**config.mk**
```make
export PLATFORM = sky130hd
export DESIGN_NAME = fetch_unit
export DESIGN_NICKNAME = d
export VERILOG_FILES = /design/src/rtl/fetch_pkg.sv /design/src/rtl/fetch_pc_reg.sv /design/src/rtl/fetch_unit.sv
export SDC_FILE = /design/constraint.sdc
export NUM_CORES = 1
export LEC_CHECK = 0
export CAP_MARGIN = 10
export CORE_MARGIN = 3
export CORE_UTILIZATION = 44
export CTS_CLUSTER_SIZE = 16
export DETAILED_ROUTE_END_ITERATION = 7
export HOLD_SLACK_MARGIN = 0.06
export PLACE_DENSITY = 0.84
export SLEW_MARGIN = 20
export SYNTH_ARGS = -nofsm -noshare
export SYNTH_HDL_FRONTEND = slang
export SYNTH_SLANG_ARGS = --single-unit
```
**constraint.sdc**
```tcl
create_clock -name clk -period 4.55 [get_ports clk]
set_input_delay 0.91 -clock clk [delete_from_list [all_inputs] [get_ports clk]]
set_output_delay 0.91 -clock clk [all_outputs]
set_load 0.05 [all_outputs]
```
**src/rtl/fetch_pkg.sv**
```systemverilog
// Shared types and defaults for the instruction fetch stage.
// The halt-opcode stop is enabled by defining FETCH_HALT_DETECT_EN.
package fetch_pkg;
  typedef enum logic [1:0] {
    ST_IDLE  = 2'd0,
    ST_FETCH = 2'd1,
    ST_HALT  = 2'd2
  } state_t;

  localparam int              PC_W         = 8;
  localparam int              INSTR_W      = 16;
  localparam logic [PC_W-1:0] RESET_PC_DEF = 8'h00;
  localparam logic [INSTR_W-1:0] HALT_OPCODE = '1;
endpackage

```
**src/rtl/fetch_pc_reg.sv**
```systemverilog
// Program counter register: async reset, load (branch) beats increment beats hold.
module fetch_pc_reg
  import fetch_pkg::*;
#(
  parameter int             PC_WIDTH = PC_W,
  parameter [PC_WIDTH-1:0]  RESET_PC = RESET_PC_DEF
) (
  input  logic                clk,
  input  logic                rstb,
  input  logic                ld,
  input  logic [PC_WIDTH-1:0] ld_val,
  input  logic                inc,
  output logic [PC_WIDTH-1:0] pc
);
  // Increment wraps naturally at 2^PC_WIDTH.
  always_ff @(posedge clk or negedge rstb) begin
    if (!rstb)    pc <= RESET_PC;
    else if (ld)  pc <= ld_val;
    else if (inc) pc <= pc + 1'b1;
  end
endmodule

```
**src/rtl/fetch_unit.sv**
```systemverilog
// Instruction fetch: owns the PC, reads a combinational ROM, hands words to decode.
// Define FETCH_HALT_DETECT_EN to stop fetching on an all-ones instruction.
module fetch_unit
  import fetch_pkg::*;
#(
  parameter int                PC_WIDTH    = PC_W,
  parameter int                INSTR_WIDTH = INSTR_W,
  parameter [PC_WIDTH-1:0]     RESET_PC    = RESET_PC_DEF
) (
  input  logic                   clk,
  input  logic                   rstb,
  output logic [PC_WIDTH-1:0]    pc,
  output logic                   oeb,
  input  logic [INSTR_WIDTH-1:0] instruction,
  output logic [INSTR_WIDTH-1:0] ir,
  output logic                   ir_valid,
  input  logic                   ir_ready,
  input  logic                   branch_en,
  input  logic [PC_WIDTH-1:0]    branch_target,
  output logic                   halted
);
  state_t state, state_nxt;
  logic   load, take, halt_hit, pc_ld, pc_inc;

  assign load = (state == ST_FETCH) && (!ir_valid || ir_ready);
  assign take = load && !branch_en;

`ifdef FETCH_HALT_DETECT_EN
  assign halt_hit = take && (instruction == {INSTR_WIDTH{1'b1}});
`else
  assign halt_hit = 1'b0;
`endif

  // Branches are honoured in IDLE and FETCH only; HALT ignores them.
  assign pc_ld  = branch_en && ((state == ST_IDLE) || (state == ST_FETCH));
  assign pc_inc = take && !halt_hit;

  fetch_pc_reg #(.PC_WIDTH(PC_WIDTH), .RESET_PC(RESET_PC)) u_pc (
    .clk    (clk),
    .rstb   (rstb),
    .ld     (pc_ld),
    .ld_val (branch_target),
    .inc    (pc_inc),
    .pc     (pc)
  );

  always_ff @(posedge clk or negedge rstb) begin
    if (!rstb) state <= ST_IDLE;
    else       state <= state_nxt;
  end

  always_comb begin
    state_nxt = state;
    case (state)
      ST_IDLE:  state_nxt = ST_FETCH;
      ST_FETCH: state_nxt = halt_hit ? ST_HALT : ST_FETCH;
      ST_HALT:  state_nxt = ST_HALT;
      default:  state_nxt = ST_IDLE;
    endcase
  end

  always_comb begin
    oeb    = !take;
    halted = 1'b0;
`ifdef FETCH_HALT_DETECT_EN
    halted = (state == ST_HALT);
`endif
  end

  // A branch squashes the held word but leaves ir contents untouched.
  always_ff @(posedge clk or negedge rstb) begin
    if (!rstb) begin
      ir       <= '0;
      ir_valid <= 1'b0;
    end else if ((state == ST_FETCH) && branch_en) begin
      ir_valid <= 1'b0;
    end else if (take) begin
      ir       <= instruction;
      ir_valid <= 1'b1;
    end else if (ir_ready) begin
      ir_valid <= 1'b0;
    end
  end
endmodule

```
# After elaboration in Yosys (flattened, before gate mapping)

Cells that the tools add are included.

Output and inout port bits: 27
Logic and storage cells: 28
Register bits: 27
Bits of input ports: 28

Multiplexer cells: 6
Reductions and logical operators: 14
Add/subtract/negate cells: 1
Eq/ne operators: 2
Bitwise gates (word level): 1

Operator list:

| cell                | number |
|---|---|
| $mux 8              | 2 |
| $add 8x1->8 const B | 1 |
| $logic_and 1x1->1   | 4 |
| $pmux 2 s2          | 1 |
| $logic_not 1->1     | 3 |
| $mux 1              | 3 |
| $reduce_bool 3->1   | 1 |
| $eq 2x1->1 const B  | 1 |
| $eq 2x2->1 const B  | 1 |
| $logic_not 2->1     | 1 |
| $logic_or 1x1->1    | 2 |
| $reduce_and 2->1    | 1 |
| $reduce_bool 2->1   | 1 |
| $reduce_or 2->1     | 1 |
| $not 1->1           | 1 |

# Depth between registers and ports, before layout

Depth in word-level cells: 6
Gate-level depth with buffers: 5
Gate-level depth less buffers: 5

# Hierarchy

Synthesis repeated with hierarchy kept, for this count alone.

Cell total of the unflattened synthesis: 96
Area, all modules: 1224.9 um2

By module, submodules not included:

| module       | cells an instance | area each (um2) | times used |
|---|---|---|---|
| fetch_unit   | 47                | 774.5           | 1 |
| fetch_pc_reg | 49                | 450.4           | 1 |

# Worst setup path before layout

OpenSTA, ideal clock, no wires.

Path kind: input to output
Start: input port ir_ready
End: output port oeb
Setup slack: 1.846 ns
Path buffers: 2
Arrival: 1.794 ns
Required time: 3.640 ns
Stages: 5
Cells stage by stage: nor2b_4 > buf_6 > nor3_4 > buf_8 > inv_1

Longest elaborated chain between the ends: 4

Ends and longest elaborated chain:

| element           | RTL line         | RTL |
|---|---|---|
| from (decl)       | fetch_unit.sv:17 | `input logic ir_ready,` |
| $logic_or 1x1->1  | fetch_unit.sv:25 | `assign load = (state == ST_FETCH) && (!ir_valid \|\| ir_ready);` |
| $logic_and 1x1->1 | fetch_unit.sv:25 |  |
| $logic_and 1x1->1 | fetch_unit.sv:26 | `assign take = load && !branch_en;` |
| $logic_not 1->1   | fetch_unit.sv:63 | `oeb = !take;` |
| to (decl)         | fetch_unit.sv:13 | `output logic oeb,` |

Every way passes these cells.

# Worst setup path after layout

Ends and elaborated chain as after synthesis.

==> flow_summary.yaml <==
cells_and_area:
  drive_gt1_share_pct: 16.7
  nets: 180
  n_fill_cell: 188
  antennaDiodeCount: 0
  syn2layout_area_growth_pct: 45.1
timing:
  fin_crit_ns: 3.49
  slew_viol_final: 0
  finalSetupViolCount: 0
  finalCritPeriodShare_pct: 76.7
  setup_ws_ns: 1.06
  finalHoldViolations: 0
  max-slew-margin-rel_pct: 52.7
  skew_ns: 0.00292
  tns_ns: 0
  worst_pin_slew_ns: 0.707
  max_freq_ghz: 0.286
  rsz0062_at_grt: "no"
power:
  pwr-share-seq_pct: 45.1
  internal_power_mw: 0.407
  pwr-share-clk_pct: 15.3
  p_leak_nw: 0.748
  total_power_mw: 0.641
  power.share.combinational_pct: 39.5
  p_sw_mw: 0.234
  vdd_drop_max_mv: 0.214
  p_sw_share_pct: 36.5
  powerDensity_nw_per_um2: 355
setup_path:
  rrSetupSlack_ns: 2.99
  critPathKind: "input port to output port"
  crit_slowest_cell: "clkdlybuf4s50_1"
  worstReg2RegEnd: "ir[3]"
  r2r_cells: 4
  cp_cell_sequence: "clkdlybuf4s50_1 -> nor2b_4 -> nor3_4 -> inv_1 -> clkdlybuf4s50_1"
  start_kind: "input port"
  path_delay_family: "buffers and inverters"
  cp.buffers_inverters: 3
  r2r-start: "ir_valid"
  worstPathMaxFanout: 9
  arrival_ns: 2.58
  critPathMostFrequentCell: "clkdlybuf4s50_1"
  max_stage_delay_ns: 0.80
  worstSetupEndpointType: "output port"
  crit_cells: 5
  cp.required_ns: 3.64
cts:
  cts_max_path_buffers: 2
  cts_setup_buffers: 0
  cts_tree: "yes"
  clkSinkCount: 27
  cts-root-buf: "clkbuf_4"
  ctsHoldBuffers: 0
  cts_resized: 0
  clk_latency_ns: 0.31
  clk_pin_slew_worst_paths_ns: 0.13
  htreeDepth: 1
  cts_buffers: 3
synthesis:
  synthArstFlopShare_pct: 100
  synthCells: 96
  synth.most_common_cell: "dfrtp_1"
  yosys.area.top_type: "dfrtp_1"
  yosys_warnings: 0
  synth-edff-count: 0
  yosys.area.top_type_share_pct: 54.3
  synthTopCellsByArea: "dfrtp_1 (54%), mux2_4 (11%), mux2_2 (6.3%)"
  synth_commonest_cells: "dfrtp_1 (27), nand2_1 (10), mux2_4 (9)"
  netlist_area_um2: 1240
  syn_nets: 125
  yosysUniqueCellTypes: 27
  ys_ff_latch: 27
  syn_area_per_cell_um2: 13.0
  ys.flop_type: "dfrtp_1"
  ys_seq_area_share_pct: 54.3
floorplanning:
  start_util_pct: 48.0
  die_area_um2: 3500
  die_y_um: 59.2
  io_pins: 55
  rows: 18
  fp.coreArea_um2: 2590
  die_w_um: 59.2
routing:
  vias: 885
  ant_nets: 0
  drtIter0Drc: 6
  via_per_inst: 4.92
  drc_errors: 0
  wl_per_cell_um: 14.4
  drt_wl_total_mm: 2.59
  first_pass_iters: 4
placed_design:
  dp_hpwl_mm: 2.04
  io_buffer_count: 53
  place_ws_ns: 1.06
  place.gp.congestion: 0.792
flow_run:
  max_cap_viol_count: 0
outcome:
  status: "finished clean"
min_path:
  hp-start: "state[0]"
  hold_path.class: "flip-flop to flip-flop"
  min_to: "state[1]"
  min_path_cells: 1
global_routing:
  antenna_found_initial: 0
  grt_pass1_wl_mm: 4.08
  track_usage_pct: 15.4
  grt_max_degree: 28
  grt_pass1_vias: 917
  grt-ovfl-total: 0
[area by class of cell]
| class | count | area, um2 | share of cell area (%) |
|---|---|---|---|
| well taps | 30 | 37.5 | 2.08 |
| multi-input cells | 62 | 512 | 28.4 |
| flip-flops and latches | 27 | 676 | 37.4 |
| clock buffers | 4 | 26.3 | 1.46 |
| repair buffers | 55 | 546 | 30.2 |
| inverters | 2 | 7.51 | 0.416 |
[cell usage in the layout, fill, tap and decap left out]
cell	n
a21oi_1	2
buf_4	2
clkbuf_1	1
clkbuf_4	3
clkdlybuf4s50_1	53
conb_1	1
dfrtp_1	27
ha_1	1
inv_1	2
mux2_2	7
mux2_4	9
mux2i_1	1
nand2_1	10
nand2b_4	1
nand3_1	2
nand4_1	1
nor2_1	4
nor2b_1	1
nor2b_4	1
nor3_1	1
nor3_4	1
nor3b_1	1
nor4_1	3
nor4b_2	1
o21ai_0	5
o21ai_1	2
xnor2_1	7
[power by group through the flow]
stage	Combinational [mW]	Sequential (mW)	Clock (mW)
global placement	0.251	0.293	0
detailed placement	0.256	0.294	0
CTS	0.257	0.290	0.104
floorplan	0.0615	0.390	0
finish	0.254	0.289	0.0984
global route	0.267	0.293	0.111
[per-layer routing]
metal | up-vias | wire [um] | GRT usage, %
li1 | 428 | - | -
met1 | 411 | 1110 | 18.9
met2 | 44 | 1180 | 26.3
met3 | 2 | 289 | 4.79
met4 | 0 | 13 | 3.88
met5 | - | 0 | 0
[how the worst max path moves through the flow]
stage | to | start | slack (ns)
2_1_floorplan | oeb | ir_ready | 1.85
3_3_place_gp | oeb | ir_ready | 1.10
3_5_place_dp | oeb | ir_ready | 1.06
4_1_cts | oeb | ir_ready | 1.04
5_1_grt | oeb | ir_ready | 1.01
6_report | oeb | ir_ready | 1.06
[flip-flops by register name (all words and copies together), names as in the netlist]
| name | count |
|---|---|
| ir_valid | 1 |
| ir | 16 |
| u_pc.pc | 8 |
| state | 2 |
[logic make-up (layout without fill, tap and decap cells)]
kind of cell,Yosys count,in the layout,share of synthesized area [%]
flip-flops,27,27,54.3
AND/OR/NAND/NOR,27,27,13.3
multiplexers,17,17,18.0
AO/OA/AOI/OAI,9,9,3.62
XOR/XNOR,7,7,4.93
buffers and inverters,7,61,4.53
adder cells (fa/ha/maj),1,1,1.01
other,1,1,0.302
[worst register-to-register path, stage by stage, from the launching register on]
cell,delay (ns)
dfrtp_1,0.41
nor2b_4,0.17
nor3_4,0.21
buf_4,0.30
mux2_2,0.37
[metrics by stage]
stage | hold slack, ns | cell area (um2) | cells | utilization, %
4_1_cts | 0.497 | 1800 | 180 | 69.7
3_3_place_gp | 0.467 | 1780 | 176 | 68.6
6_report | 0.495 | 1800 | 180 | 69.7
2_1_floorplan | 0.445 | 1240 | 96 | -
5_1_grt | 0.509 | 1800 | 180 | 69.7
3_5_place_dp | 0.478 | 1780 | 176 | 68.6
Note: power is estimated with default switching activity, not from simulation.
